--- config.mk ---
export PLATFORM = sky130hd
export DESIGN_NAME = counter_seq
export DESIGN_NICKNAME = d
export VERILOG_FILES = /design/src/rtl/counter_seq_pkg.sv /design/src/rtl/counter_seq_remain.sv /design/src/rtl/counter_seq.sv
export SDC_FILE = /design/constraint.sdc
export NUM_CORES = 1
export LEC_CHECK = 0
export CAP_MARGIN = 0
export CORE_ASPECT_RATIO = 1.4
export CORE_MARGIN = 2
export CORE_UTILIZATION = 50
export DETAILED_ROUTE_END_ITERATION = 16
export GPL_ROUTABILITY_DRIVEN = 0
export PLACE_DENSITY = 0.89
export SLEW_MARGIN = 20
export SYNTH_ARGS = -nofsm -noshare
export SYNTH_HDL_FRONTEND = slang
export SYNTH_SLANG_ARGS = --single-unit
--- constraint.sdc ---
create_clock -name clk -period 5.2 [get_ports clk]
set_input_delay 1.04 -clock clk [delete_from_list [all_inputs] [get_ports clk]]
set_output_delay 1.04 -clock clk [all_outputs]
set_load 0.01 [all_outputs]
--- src/rtl/counter_seq_pkg.sv ---
// rtl/counter_seq_pkg.sv - shared types and constants for the counter sequencer
//
// Contents:
//   CNT_W   default counter width
//   op_e    command opcodes carried on cmd_op
//   state_e sequencer FSM states
package counter_seq_pkg;

  localparam int CNT_W = 8;

  typedef enum logic [1:0] {
    OP_LOAD   = 2'd0,
    OP_RUN_N  = 2'd1,
    OP_RUN_TO = 2'd2,
    OP_CLEAR  = 2'd3
  } op_e;

  typedef enum logic [2:0] {
    ST_IDLE   = 3'd0,
    ST_LOAD   = 3'd1,
    ST_RUN_N  = 3'd2,
    ST_RUN_TO = 3'd3,
    ST_DONE   = 3'd4
  } state_e;

endpackage

--- src/rtl/counter_seq_remain.sv ---
// rtl/counter_seq_remain.sv - loadable down-counter with zero/one detect for RUN_N
//
// Ports:
//   clk, rst_n    clock, asynchronous active-low reset (clears the count)
//   load          capture load_value (has priority over dec)
//   load_value    W-bit value to capture
//   dec           decrement by one (caller guarantees count is nonzero)
//   is_zero       count == 0
//   is_one        count == 1
module counter_seq_remain
  import counter_seq_pkg::*;
#(
  parameter int W = CNT_W
) (
  input  logic         clk,
  input  logic         rst_n,
  input  logic         load,
  input  logic [W-1:0] load_value,
  input  logic         dec,
  output logic         is_zero,
  output logic         is_one
);

  logic [W-1:0] remain;

  always_ff @(posedge clk or negedge rst_n) begin
    if (!rst_n) begin
      remain <= '0;
    end else if (load) begin
      remain <= load_value;
    end else if (dec) begin
      remain <= remain - W'(1);
    end
  end

  assign is_zero = (remain == '0);
  assign is_one  = (remain == W'(1));

endmodule

--- src/rtl/counter_seq.sv ---
// rtl/counter_seq.sv - command sequencer driving an external loadable up-counter
//
// Optional feature macro: COUNTER_SEQ_ABORT_EN (adds abort input, aborted output)
//
// Ports:
//   clk, rst_n   clock, asynchronous active-low reset
//   cmd_valid    command offered
//   cmd_ready    high in IDLE; command accepted on cmd_valid && cmd_ready
//   cmd_op       LOAD / RUN_N / RUN_TO / CLEAR
//   cmd_data     load value, cycle count or target value
//   hold         stalls counting (not loads)
//   cnt_value    counter's current count
//   cnt_load     counter load strobe
//   cnt_enable   counter count-enable
//   cnt_data     counter data_in (zero outside LOAD)
//   busy         a command is in progress
//   done         one-cycle completion pulse
//   abort        (feature) end a RUN_N/RUN_TO command early
//   aborted      (feature) high with done when the command was aborted
module counter_seq
  import counter_seq_pkg::*;
#(
  parameter int W = CNT_W
) (
  input  logic         clk,
  input  logic         rst_n,
  input  logic         cmd_valid,
  output logic         cmd_ready,
  input  logic [1:0]   cmd_op,
  input  logic [W-1:0] cmd_data,
  input  logic         hold,
  input  logic [W-1:0] cnt_value,
  output logic         cnt_load,
  output logic         cnt_enable,
  output logic [W-1:0] cnt_data,
  output logic         busy,
  output logic         done
`ifdef COUNTER_SEQ_ABORT_EN
  ,
  input  logic         abort,
  output logic         aborted
`endif
);

  state_e       state;
  logic [W-1:0] op_data;
  logic         accept;
  logic         abort_w;
  logic         rem_zero;
  logic         rem_one;
  logic         rem_dec;
  logic         at_target;

`ifdef COUNTER_SEQ_ABORT_EN
  assign abort_w = abort;
`else
  assign abort_w = 1'b0;
`endif

  assign accept    = (state == ST_IDLE) && cmd_valid;
  assign at_target = (cnt_value == op_data);

  // One decrement per issued enable; N=0 never decrements.
  assign rem_dec = (state == ST_RUN_N) && !hold && !rem_zero && !abort_w;

  counter_seq_remain #(.W(W)) u_remain (
    .clk        (clk),
    .rst_n      (rst_n),
    .load       (accept),
    .load_value (cmd_data),
    .dec        (rem_dec),
    .is_zero    (rem_zero),
    .is_one     (rem_one)
  );

  always_ff @(posedge clk or negedge rst_n) begin
    if (!rst_n) begin
      state   <= ST_IDLE;
      op_data <= '0;
    end else begin
      case (state)
        ST_IDLE: begin
          if (cmd_valid) begin
            case (op_e'(cmd_op))
              OP_LOAD: begin
                op_data <= cmd_data;
                state   <= ST_LOAD;
              end
              OP_CLEAR: begin
                op_data <= '0;
                state   <= ST_LOAD;
              end
              OP_RUN_N: begin
                op_data <= cmd_data;
                state   <= ST_RUN_N;
              end
              default: begin
                op_data <= cmd_data;
                state   <= ST_RUN_TO;
              end
            endcase
          end
        end
        ST_LOAD: state <= ST_DONE;
        ST_RUN_N: begin
          // Leave on the edge that issues the last enable, or at once for N=0.
          if (abort_w || rem_zero || (rem_one && !hold)) begin
            state <= ST_DONE;
          end
        end
        ST_RUN_TO: begin
          if (abort_w || at_target) begin
            state <= ST_DONE;
          end
        end
        ST_DONE: state <= ST_IDLE;
        default: state <= ST_IDLE;
      endcase
    end
  end

`ifdef COUNTER_SEQ_ABORT_EN
  logic aborted_q;

  // Remembers that the running command ended by abort; cleared on each accept.
  always_ff @(posedge clk or negedge rst_n) begin
    if (!rst_n) begin
      aborted_q <= 1'b0;
    end else if (accept) begin
      aborted_q <= 1'b0;
    end else if (abort_w && ((state == ST_RUN_N) || (state == ST_RUN_TO))) begin
      aborted_q <= 1'b1;
    end
  end

  assign aborted = (state == ST_DONE) && aborted_q;
`endif

  assign cmd_ready = (state == ST_IDLE);
  assign busy      = (state != ST_IDLE);
  assign done      = (state == ST_DONE);
  assign cnt_load  = (state == ST_LOAD);
  assign cnt_data  = (state == ST_LOAD) ? op_data : '0;

  always_comb begin
    cnt_enable = 1'b0;
    case (state)
      ST_RUN_N:  cnt_enable = !hold && !rem_zero && !abort_w;
      ST_RUN_TO: cnt_enable = !hold && !at_target && !abort_w;
      default:   cnt_enable = 1'b0;
    endcase
  end

endmodule
==> results of run 1 <==
-- registers in the layout, summed over array words and instances (netlist names) --
register and cells:
op_data 8, state 3, u_remain.remain 8
-- final timing paths --
path / startpoint / endpoint / cells after the start
setup / recovery: hold / cnt_enable / 5
hold / removal: op_data[6] / op_data[6] / 2
setup reg to reg: state[0] / u_remain.remain[0] / 4
hold reg to reg: op_data[6] / op_data[6] / 2
max in group asynchronous: rst_n / u_remain.remain[6] / 1
min in group asynchronous: rst_n / op_data[7] / 1
-- final cells by class --
type	count	share of cell area [%]
clock buffer	4	1.69
inverter	5	1.21
multi-input combinational	100	42.9
sequential	19	30.6
tap	22	1.77
timing repair buffer	34	21.9
-- power groups by stage --
| stage | clock (µW) | sequential, µW | combinational, µW |
|---|---|---|---|
| 6_report | 71.1 | 299 | 340 |
| 4_1_cts | 71.7 | 297 | 344 |
| 3_5_place_dp | 0 | 300 | 342 |
| 3_3_place_gp | 0 | 295 | 324 |
| 5_1_grt | 78.5 | 309 | 381 |
| 2_1_floorplan | 0 | 281 | 224 |
-- layer usage --
layer / vias to the layer above / track usage [%] / part of all wire (%)
met3: 6 / 2.05 / 5.2
met4: 0 / 7.14 / 1.5
met1: 472 / 21.4 / 37
met2: 38 / 42.4 / 56
li1: 503 / - / -
met5: - / 0 / 0
-- per-stage QoR --
step	hold slack (ns)	setup slack, ns	util, %	cells
after floorplan	0.483	2.22	-	127
after global placement	0.500	1.26	69.4	180
after detailed placement	0.509	1.21	69.4	180
after CTS	0.532	1.21	70.6	184
after global routing	0.568	1.12	70.6	184
final	0.527	1.19	70.6	184
-- cells by family (layout without fill, tap and decap cells) --
group                    count (synthesis)  in the layout  share of synthesized area (%)
XOR/XNOR                                15             15                           11.2
flip-flops                              19             19                           40.6
adder cells (fa/ha/maj)                  5              5                           5.34
multiplexers                             1              1                          0.960
buffers and inverters                    8             43                           2.56
AND/OR/NAND/NOR                         54             54                           25.6
AO/OA/AOI/OAI                           25             25                           13.8
-- placed cells by master, fill, tap and decap left out, types with 2 or more instances in the layout --
master            n
nand2_1          11
nor2_1           11
xor2_1           13
xnor2_1           2
and2_1            8
nor3_1            2
clkdlybuf4s50_1  34
nor4_1            2
nor3b_1           2
clkbuf_4          3
nand2b_1          9
nand3b_1          2
ha_1              5
o21ai_0           9
a21oi_1           9
nand3_1           2
inv_1             5
dfrtp_1          19
-- worst register-to-register path, stage by stage, from the launching register on --
cell,delay [ns]
dfrtp_1,0.49
nor3_1,0.36
nand2_1,0.59
nor2_1,0.35
a21oi_1,0.07
==> summary.md, run 1 <==
| Metric | Value |
|---|---|
| TritonCTS Buffers | `3` |
| Largest cells by area after synthesis | `dfrtp_1 (41%), xor2_1 (9.7%), ha_1 (5.3%)` |
| Count of H-tree levels built during CTS | `1` |
| Synthesis Warnings | `0` |
| IO buf count | `34` |
| Net switching power | `around 290 µW` |
| Endpoint class of the critical path | `output pin` |
| Share of flip-flops with an asynchronous set or reset after synthesis | `100%` |
| Netlist area before placement | `approximately 0.0012 mm²` |
| Required arrival time at the worst endpoint | `around 4.2 ns` |
| Overall die height | `~61 µm` |
| Worst vdd ir | `247 µV` |
| Core region area | `roughly 0.0022 mm²` |
| Number of enable flip-flop cells after synthesis | `0` |
| Post-synthesis sequential element count | `19` |
| Share of Yosys cell area claimed by the top area cell type | `about 41%` |
| Clock Latency Late Sink | `slightly below 0.3 ns` |
| Routed wire length | `2570 µm` |
| Storage cell area | `approximately 480 µm²` |
| Via density | `around 5.5` |
| Sequential fraction of the synthesis area | `between 40% and 50%` |
| Post-Syn Area per Cell | `just over 9 µm²` |
| Number of endpoints failing setup at the final stage | `0` |
| Filler Cells Inserted | `~170` |
| CTS resizes | `0` |
| ANT cells | `0` |
| Total of max-cap violations | `0` |
| TritonCTS Sinks | `19` |
| Number of buffers inserted to repair setup after CTS | `0` |
| Fraction of final layout cells sized beyond drive strength 1 | `5.56%` |
| First-pass GRT wire length | `between 4000 and 5000 µm` |
| Most frequent cell after synthesis | `dfrtp_1` |
| Clock period minus worst slack | `~4.0 ns` |
| Switching share of power | `about two fifths` |
| Max Clk Rate | `about 250 MHz` |
| Num rows | `20` |
| CP top delay family | `buffers and inverters` |
| Total negative slack | `0 ns` |
| Overall via count from detail_route | `about 1000` |
| Cell count after synthesis | `127` |
| Clock Pin Slew Worst Setup and Hold Paths | `roughly 0.090 ns` |
| Post-placement cell area | `about 0.0015 mm²` |
| Pin count of the biggest net entering global routing | `34` |
| Cell breakdown of the critical path | `clkdlybuf4s50_1 -> or3b_4 -> a211oi_4 -> o21bai_1 -> clkdlybuf4s50_1` |
| Initial antenna violation count | `0` |
| Worst rel slew slack | `41.9%` |
| Post-detailed-route count of antenna-violating nets | `0` |
| Via count of the first global-routing pass | `1045` |
| Net count of the mapped netlist | `~150` |
| Overall power | `around 700 µW` |
| Layout Area Growth over Synthesis | `32.7%` |
| Portion of total power attributed to combinational logic | `approximately 48%` |
| Count of final max-slew check failures | `0` |
| CP most frequent cell | `clkdlybuf4s50_1` |
| Remaining global-route overflow | `0` |
| Total Die Area | `approximately 0.0028 mm²` |
| HPWL Detailed | `a little over 2000 µm` |
| Initial DRC count | `30` |
| DRC | `0` |
| Number of optimization iterations in the first detailed-route pass | `4` |
| Number of endpoints with negative hold slack in the final report | `0` |
| Root Buffer | `clkbuf_4` |
| Total global-route track usage | `21.0%` |
| Final design instance area without fill | `between 0.0015 and 0.002 mm²` |
| Internal portion of total power | `between 400 and 500 µW` |
| Setup Crit Path Kind | `in2out` |
| Area of the multi-input gates | `about 670 µm²` |
| Clock tree from TritonCTS | `built` |
| Crit-path slowest cell | `clkdlybuf4s50_1` |
| Pin slew with the least headroom to its limit | `between 0.8 and 0.9 ns` |
| Status | `completed` |
| Yosys cell types | `30` |
| Ports placed on the boundary | `35` |
| CP arrival | `slightly below 3 ns` |
| Cell type contributing the most total cell area after synthesis | `dfrtp_1` |
| CP Buf/Inv Count | `2` |
| Crit-path max FO | `6` |
| RSZ-0062 raised after global routing | `no` |
| Post-route clock skew | `around 0.0065 ns` |
| Worst min-delay path category | `reg2reg` |
| Initial standard-cell utilization of the core | `53.2%` |
| Delay contributed by the slowest stage of the critical path | `~0.55 ns` |
| Hold-fix buffer count after cts | `0` |
| Leakage | `~0.00065 µW` |
| Critical path launch point type | `primary input` |
| Final routed wire length divided by cell count | `14.0 µm` |
| Cell Pwr Density | `~460 mW/mm²` |
| Net count reported at finish | `190` |
| Clock group share of total power | `about a tenth` |
| Relative contribution of sequential cells to total power | `between 40% and 50%` |
| Maximum number of buffers from clock root to sink | `2` |
| Most numerous cell types in the synthesized netlist | `dfrtp_1 (19), xor2_1 (13), nand2_1 (11), nor2_1 (11)` |
| Minimum setup slack among reg-to-reg paths | `about 3.2 ns` |
| Share of the clock period used by the worst path after layout | `77.1%` |
| Top flip-flop cell by instance count after synthesis | `dfrtp_1` |
| Chip width | `approximately 45 µm` |
(Power assumes the default switching activity.)
==> inputs of run 2 (changes only) <==
--- a/config.mk
+++ b/config.mk
@@ -8,10 +8,10 @@
 export CAP_MARGIN = 0
 export CORE_ASPECT_RATIO = 1.4
 export CORE_MARGIN = 2
-export CORE_UTILIZATION = 50
+export CORE_UTILIZATION = 42
 export DETAILED_ROUTE_END_ITERATION = 16
 export GPL_ROUTABILITY_DRIVEN = 0
-export PLACE_DENSITY = 0.89
+export PLACE_DENSITY = 0.8
 export SLEW_MARGIN = 20
 export SYNTH_ARGS = -nofsm -noshare
 export SYNTH_HDL_FRONTEND = slang
==> constraint.sdc (replaced) <==
create_clock -name clk -period 3.45 [get_ports clk]
set_input_delay 0.69 -clock clk [delete_from_list [all_inputs] [get_ports clk]]
set_output_delay 0.69 -clock clk [all_outputs]
set_load 0.01 [all_outputs]
==> summary.md, run 2 (same netlist as run 1, synthesis figures left out) <==
| Metric | Value |
|---|---|
| Status | `completed` |
| Pin count of the biggest net entering global routing | `34 (unchanged)` |
| Number of cell instances on the worst register-to-register path | `4 (unchanged)` |
| Count of H-tree levels built during CTS | `1 (unchanged)` |
| Total negative slack | `0 ns (unchanged)` |
| Post-detailed-route count of antenna-violating nets | `0 (unchanged)` |
| Crit-path slowest cell | `clkdlybuf4s50_1` |
| Setup Crit Path Kind | `in2out` |
| Filler Cells Inserted | `247 (+49%)` |
| Number of buffers inserted to repair setup after CTS | `0 (unchanged)` |
| Count of final max-slew check failures | `0 (unchanged)` |
| First-pass GRT wire length | `4320 µm (+1.6%)` |
| Reg-to-reg critical path startpoint | `state[0]` |
| Crit-path max FO | `3 (-3)` |
| Number of endpoints with negative hold slack in the final report | `0 (unchanged)` |
| Clock Pin Slew Worst Setup and Hold Paths | `0.11 ns (+0.02 ns)` |
| Worst vdd ir | `358 µV (+45%)` |
| Layout Area Growth over Synthesis | `34.9%` |
| CP top delay family | `buffers and inverters` |
| Clock tree from TritonCTS | `built` |
| Initial antenna violation count | `0 (unchanged)` |
| Fraction of final layout cells sized beyond drive strength 1 | `6.75% (+1.2 points)` |
| ANT cells | `0 (unchanged)` |
| Storage cell area | `475 µm² (unchanged)` |
| Number of optimization iterations in the first detailed-route pass | `4 (unchanged)` |
| Initial standard-cell utilization of the core | `44.4% (-8.9 points)` |
| Cell Pwr Density | `674 mW/mm² (+48%)` |
| Total Die Area | `0.00324 mm² (+18%)` |
| HPWL Detailed | `2020 µm (-3.0%)` |
| Placed Cells | `195 (+8.3%)` |
| Pin slew with the least headroom to its limit | `0.924 ns (+0.0556 ns)` |
| Clock Latency Late Sink | `0.29 ns (about the same)` |
| CTS resizes | `0 (unchanged)` |
| Required arrival time at the worst endpoint | `2.76 ns (-1.40 ns)` |
| Number of endpoints failing setup at the final stage | `0 (unchanged)` |
| Leakage | `0.000659 µW (+1.2%)` |
| Total of max-cap violations | `0 (unchanged)` |
| Max Clk Rate | `320 MHz` |
| Overall via count from detail_route | `999 (-2.0%)` |
| Endpoint of the worst hold-timing path | `op_data[2]` |
| Worst Min Path Start | `op_data[2]` |
| Overall die height | `66.5 µm (+8.5%)` |
| Final Worst Setup Slack | `0.327 ns (-0.866 ns)` |
| Critical path launch point type | `primary input` |
| Final routed wire length divided by cell count | `12.7 µm (-9.4%)` |
| Root Buffer | `clkbuf_4` |
| CP arrival | `2.43 ns (-0.54 ns)` |
| CP Buf/Inv Count | `2 (unchanged)` |
| Cell breakdown of the critical path | `clkdlybuf4s50_1 -> xor2_1 -> nor4_1 -> nand2_1 -> nand3_1 -> o21bai_1 -> clkdlybuf4s50_1` |
| TritonCTS Buffers | `3 (unchanged)` |
| Initial DRC count | `16 (-47%)` |
| Hold-fix buffer count after cts | `0 (unchanged)` |
| Worst R2R End | `u_remain.remain[3]` |
| Total global-route track usage | `17.4% (-3.5 points)` |
| Chip width | `48.7 µm (+8.3%)` |
| Delay contributed by the slowest stage of the critical path | `0.47 ns (-0.08 ns)` |
| Minimum setup slack among reg-to-reg paths | `1.49 ns (-1.70 ns)` |
| DRC | `0 (unchanged)` |
| Worst min-delay path category | `reg2reg` |
| Ports placed on the boundary | `35 (unchanged)` |
| Area of the multi-input gates | `667 µm² (unchanged)` |
| Via count of the first global-routing pass | `1004 (-3.9%)` |
| Worst setup timing slack at the placement stage | `0.325 ns (-0.888 ns)` |
| Endpoint class of the critical path | `output pin` |
| Num rows | `22 (+10%)` |
| Leading cell types in the layout, fill and taps excluded | `clkdlybuf4s50_1 (34), dfrtp_1 (19), xor2_1 (13)` |
| Worst hold stages | `2 (unchanged)` |
| TritonCTS Sinks | `19 (unchanged)` |
| Remaining global-route overflow | `0 (unchanged)` |
| CP most frequent cell | `clkdlybuf4s50_1` |
| Clock period minus worst slack | `3.12 ns` |
| Net count reported at finish | `191 (+0.53%)` |
| Largest registers in the final layout | `op_data (8), u_remain.remain (8), state (3)` |
| Routed wire length | `2520 µm (-2.0%)` |
| Final standard cell count with taps included and fillers excluded | `199 (+8.2%)` |
| IO buf count | `34 (unchanged)` |
| Via density | `5.02 (-9.4%)` |
| Share of the clock period used by the worst path after layout | `about nine tenths` |
| Post-route clock skew | `0.00203 ns (-0.00452 ns)` |
| Most common library cell in the layout ignoring fill and taps | `clkdlybuf4s50_1` |
| Core region area | `0.00264 mm² (+20%)` |
| RSZ-0062 raised after global routing | `no` |
| Worst rel slew slack | `38.2% (-3.7 points)` |
| Maximum number of buffers from clock root to sink | `2 (unchanged)` |
[run 2: per-layer routing]
| layer | share of wire (%) | global-route usage [%] |
|---|---|---|
| met2 | 53 | 32.0 |
| met1 | 40 | 18.4 |
| met4 | 1.7 | 8.93 |
| met5 | 0 | 0 |
| met3 | 5.6 | 4.26 |
[run 2: layout make-up]
type,instances,area share [%]
Tap cell,36,2.85
Clock buffer,3,1.42
Sequential cell,19,30.1
Clock inverter,1,0.316
Timing Repair Buffer,35,22.0
Multi-Input combinational cell,100,42.2
Inverter,5,1.19
[run 2: stage by stage]
stage	util [%]	hold WS (ns)	power, µW	cell area, µm²
after floorplan	-	0.394	762	1170
after global placement	58.8	0.502	941	1550
after detailed placement	58.8	0.518	966	1550
after CTS	59.8	0.543	1080	1580
after global routing	59.8	0.580	1160	1580
final	59.8	0.544	1070	1580
[run 2: worst min-delay path, delay by kind of cell (launching register included)]
family / cells / cell delay [ns]
AOI/OAI and AO/OA: 1 / 0.06
DFF: 1 / 0.39
and+or+nand+nor: 1 / 0.06
[run 2: where the power goes]
group / internal, µW / switching (µW) / total, µW
Combinational: 266 / 241 / 507
Clock: 43.1 / 67.4 / 111
Sequential: 327 / 121 / 447
[run 2: worst max-delay path by stage]
stage | startpoint | endpoint | slack (ns) | cells past startpoint
floorplan | hold | cnt_enable | 1.17 | 3
global placement | hold | cnt_enable | 0.35 | 5
detailed placement | hold | cnt_enable | 0.32 | 5
CTS | hold | cnt_enable | 0.32 | 5
global route | cnt_value[4] | cnt_enable | 0.23 | 7
finish | cnt_value[4] | cnt_enable | 0.33 | 7
==> RTL change 1 (settings of run 2) <==
The 5 states of `state_e` get a one-hot encoding in 5 bits.
--- a/src/rtl/counter_seq_pkg.sv
+++ b/src/rtl/counter_seq_pkg.sv
@@ -15,12 +15,12 @@
     OP_CLEAR  = 2'd3
   } op_e;
 
-  typedef enum logic [2:0] {
-    ST_IDLE   = 3'd0,
-    ST_LOAD   = 3'd1,
-    ST_RUN_N  = 3'd2,
-    ST_RUN_TO = 3'd3,
-    ST_DONE   = 3'd4
+  typedef enum logic [4:0] {
+    ST_IDLE   = 5'b00001,
+    ST_LOAD   = 5'b00010,
+    ST_RUN_N  = 5'b00100,
+    ST_RUN_TO = 5'b01000,
+    ST_DONE   = 5'b10000
   } state_e;
 
 endpackage
Function: no difference found for any inputs over 10 cycles, from zero or initial values and one cycle with rst_n low; not proved beyond that.
==> RTL change 1 against run 2 <==
  * Cell area is 8.4% higher
  * Total power is 1.3% lower
  * Clock skew hardly changed
  * Count of clock-buffer cells in the layout stayed put
  * Sequential cell count is 2 higher
  * Core utilization is 0.87 points lower
  * Setup slack worse by 0.049 ns
  * Routed wire length is 28% higher
  * Synthesized area is 10% higher
  * Critical path depth is 3 lower
  * Critical endpoint unchanged
  * Largest power group is now registers
==> RTL change 1: results (changes against run 2) <==
Parameter                              Value

Status
  Status ... finished, final reports clean

Finish
  NumNets Final ... 207 (+8.4%)
  Largest registers in the final layout ... op_data x8, u_remain.remain x8, state x5
  Share of layout cells above drive strength 1 ... 0.0615 (-0.00603)
  Number of filler cells placed in the layout ... 256 (+3.6%)

Clock network
  Clk root buf ... sky130_fd_sc_hd__clkbuf_8
  Clk Latency, worst-skew pair ... 0.26 ns (-0.03 ns)
  Clock-pin slew of the registers on the worst-case setup and hold paths ... 0.08 ns (-0.03 ns)
  Number of buffers on the longest clock path ... 2 (unchanged)

Yosys
  Most common library cells after synthesis ... sky130_fd_sc_hd__nand2_1 (21), sky130_fd_sc_hd__dfrtp_1 (20), sky130_fd_sc_hd__nor2_1 (12)
  Fraction of the yosys area taken by sequential cells ... 0.408 (+0.00279)
  Top cells by area, synth ... sky130_fd_sc_hd__dfrtp_1 (39%), sky130_fd_sc_hd__nand2_1 (6.1%), sky130_fd_sc_hd__and2_1 (4.8%), sky130_fd_sc_hd__ha_1 (4.8%), sky130_fd_sc_hd__nand3b_1 (4.7%)
  Nets in the synthesized netlist ... 172 (+12%)
  Synth cell types ... 33 (+10%)

Worst setup path
  Critical-path maximum fanout ... 4 (+1)
  Arrival @ worst endpoint ... 2.48 ns (+0.05 ns)
  Start point of the critical path ... hold
  Max incr delay on CP ... 0.57 ns (+0.10 ns)
  Reg2reg end ... u_remain.remain[7]
  Minimum setup slack among reg-to-reg paths ... 1.19 ns (-0.30 ns)
  Worst reg-to-reg path cell count ... 5 (+1)
  Launching point of the worst reg2reg path ... state[1]
  Slowest CP cell ... sky130_fd_sc_hd__clkdlybuf4s50_1
  Worst setup endpoint ... cnt_enable

GRT
  Wire length of the first global-routing pass ... 5300 um (+23%)
  Gr usage total ... 0.190 (+0.0163)
  Pin count of the biggest net entering global routing ... 25 (-26%)
  Vias in the first global route ... 1217 (+21%)
  Number of antenna violations at the first check in global routing ... 0 (unchanged)

Power and ir drop
  Proportion of power drawn by flip-flops and latches ... 0.439 (+0.019)
  Combinational share of power ... 0.403 (-0.073)
  IR Drop Worst-Case VDD ... 328 uV (-8.3%)
  Net Switching ... 415 uW (-3.5%)
  Internal power contribution ... 637 uW (+0.23%)

Place
  Placement-stage cell area ... 1670 um2 (+7.3%)
  Pre-CTS worst setup slack ... 0.299 ns (-0.0254 ns)
  HPWL Detailed ... 2460 um (+22%)

Route
  Number of violations reported at the end of detailed-routing iteration 0 ... 30 (+14)
  Per-cell via count in the routed design ... 5.62 (+12%)
  Overall routed net length ... 3220 um (+28%)

Timing
  Worst Skew ... 0.00156 ns (-0.000463 ns)
  Min Clock Period, post-route ... 3.17 ns (+0.0494 ns)
  Relative slew margins ... 0.371 (-0.0117)
  Worst Hold Margin ... 0.512 ns (-0.0315 ns)

Min path
  Launch point of the worst hold path ... op_data[0]
  Endpoint of the worst hold-timing path ... op_data[0]
## RTL change 1: cell count changes after synthesis, moves of 3 or more
cell	before	now
sky130_fd_sc_hd__nand2b_1	9	0
sky130_fd_sc_hd__o31ai_1	0	3
sky130_fd_sc_hd__or3_1	0	4
sky130_fd_sc_hd__a21oi_1	9	1
sky130_fd_sc_hd__o21ai_0	9	4
sky130_fd_sc_hd__nand3b_1	2	8
sky130_fd_sc_hd__a31oi_1	0	8
sky130_fd_sc_hd__nand2_1	11	21
sky130_fd_sc_hd__or4_1	0	6
sky130_fd_sc_hd__xor2_1	13	6
## RTL change 1: tightest hold or removal path, stage by stage (launching register included)
cell and delay (ns):
sky130_fd_sc_hd__dfrtp_1 0.38, sky130_fd_sc_hd__nand2_1 0.06, sky130_fd_sc_hd__nand2_1 0.05
## RTL change 1: metrics by stage
stage               utilization  std cells
floorplan                     -        145
global placement          0.574        212
detailed placement        0.574        212
CTS                       0.590        216
global route              0.590        216
finish                    0.590        216
## RTL change 1: area by class of cell
type / instances / area share
multi-input combinational: 111 / 0.416
sequential: 21 / 0.307
timing repair buffer: 36 / 0.207
tap: 37 / 0.0270
clock buffer: 3 / 0.0241
inverter: 7 / 0.0153
clock inverter: 1 / 0.00292
## RTL change 1: kinds of logic (layout without fill, tap and decap cells)
| group | after synthesis | count (layout) | synth area share |
|---|---|---|---|
| simple gates | 78 | 78 | 0.348 |
| flops | 21 | 21 | 0.408 |
| compound gates | 20 | 20 | 0.102 |
| buf+inv | 13 | 47 | 0.0388 |
| xor+xnor | 8 | 8 | 0.0543 |
| fa+ha+maj | 5 | 5 | 0.0485 |
## RTL change 1: metal layers
metal | routed length, um | track usage
met1 | 1240 | 0.202
met2 | 1740 | 0.358
met3 | 145 | 0.0194
met4 | 92 | 0.0931
met5 | 0 | 0
==> RTL change 2 (flow settings as in run 2) <==
Made on the original files. Build with the macro `COUNTER_SEQ_ABORT_EN` defined.
--- a/src/rtl/counter_seq.sv
+++ b/src/rtl/counter_seq.sv
@@ -17,6 +17,8 @@
 //   done         one-cycle completion pulse
 //   abort        (feature) end a RUN_N/RUN_TO command early
 //   aborted      (feature) high with done when the command was aborted
+`define COUNTER_SEQ_ABORT_EN
+
 module counter_seq
   import counter_seq_pkg::*;
 #(
Interface: changed (added abort and aborted); port bits go from 35 to 37. The function was not compared with the original's and may differ.
==> RTL change 2 against run 2 <==
  * Sequential cell count grew 1
  * Cell area rose by 6.5%
  * Synthesized area is 5.2% higher
  * Global-route usage is 0.59 points higher
  * Register-to-register slack got worse by 0.22 ns
  * First-iteration DRC count down 25%
  * Die area is 4.9% higher
  * Total power up 6.0%
  * Routed wire length grew 13%
  * Setup slack worse by 0.11 ns
  * Critical path type unchanged
==> RTL change 2: results (changes against run 2) <==
Parameter                              Value

GRT
  Met3 Resource Use GR ... 0.0197 (-0.0230)
  Gr usage total ... 0.180 (+0.00593)
  Met1 routing resource usage after global routing ... 0.213 (+0.0299)
  Wire length of the first global-routing pass ... 4640 um (+7.5%)
  Vias in the first global route ... 1002 (-0.20%)

Worst setup path
  Minimum setup slack among reg-to-reg paths ... 1.27 ns (-0.22 ns)
  Start point of the critical path ... abort
  Launching point of the worst reg2reg path ... state[2]
  Arrival @ worst endpoint ... 2.54 ns (+0.11 ns)

Power and ir drop
  Leakage ... 0.000709 uW (+7.5%)
  IR Drop Worst-Case VDD ... 275 uV (-23%)

Timing
  Period utilization ... 0.937 (+0.0317)
  Worst Hold Margin ... 0.525 ns (-0.0185 ns)
  Worst Skew ... 0.00334 ns (+0.00131 ns)
  Relative slew margins ... 0.381 (-0.000918)

Place
  HPWL Detailed ... 2280 um (+13%)
  Pre-CTS worst setup slack ... 0.221 ns (-0.104 ns)
  IO Port Bufs ... 36 (+5.9%)

Status
  Status ... finished, final reports clean

Route
  Detail Route met2 WL ... 1410 um (+6.6%)
  Number of violations reported at the end of detailed-routing iteration 0 ... 12 (-4)
  DRT met1 WL ... 1230 um (+21%)
  Detailed route wirelength on metal3 ... 136 um (-2.9%)

Yosys
  Top cells by area, synth ... sky130_fd_sc_hd__dfrtp_1 (41%), sky130_fd_sc_hd__xor2_1 (9.9%), sky130_fd_sc_hd__ha_1 (5.1%), sky130_fd_sc_hd__nor2_1 (4.9%), sky130_fd_sc_hd__and2_1 (4.1%)
  Fraction of the yosys area taken by sequential cells ... 0.406 (about the same)
  Synth cell types ... 29 (-3.3%)
  Share of synthesized area spent on multiplexers ... 0.0172 (+0.00764)
  Adder and majority cell fraction of the synthesized area ... 0.0507 (-0.00265)
  Nets in the synthesized netlist ... 163 (+5.8%)

Min path
  Endpoint of the worst hold-timing path ... op_data[1]

Clock network
  Clock-pin slew of the registers on the worst-case setup and hold paths ... 0.07 ns (-0.04 ns)
  Clk Latency, worst-skew pair ... 0.26 ns (-0.03 ns)

Finish
  Share of layout cells above drive strength 1 ... 0.0523 (-0.0152)
-- RTL change 2: cells by family (layout without fill, tap and decap cells) --
logic type,after synthesis,count (layout)
xor gates and xnor gates,15,15
DFF,20,20
buffers and inverters,9,46
and+or+nand+nor,59,59
muxes,2,2
adders and majority gates,5,5
AOI/OAI and AO/OA,25,25
-- RTL change 2: cell type report --
type / count / area (um2)
clock buffers: 4 / 55.1
fillers: 249 / 1140
inverters: 6 / 22.5
multi-input cells: 106 / 699
flip-flops and latches: 20 / 500
well taps: 37 / 46.3
repair buffers: 36 / 360
-- RTL change 2: report_power, final --
group	switching (uW)	total, uW	internal, uW
clock network	78.0	180	102
registers	115	456	340
logic	247	494	247
total	441	1130	689
-- RTL change 2: stage by stage --
stage	area, um2	instances
floorplan	1230	135
global placement	1630	205
detailed placement	1630	205
CTS	1680	209
global route	1680	209
finish	1680	209
-- RTL change 2: critical path: cells and delay by family --
family	cells	cell delay, ns
buf+inv	2	1.00
compound gates	2	0.24
simple gates	2	0.61
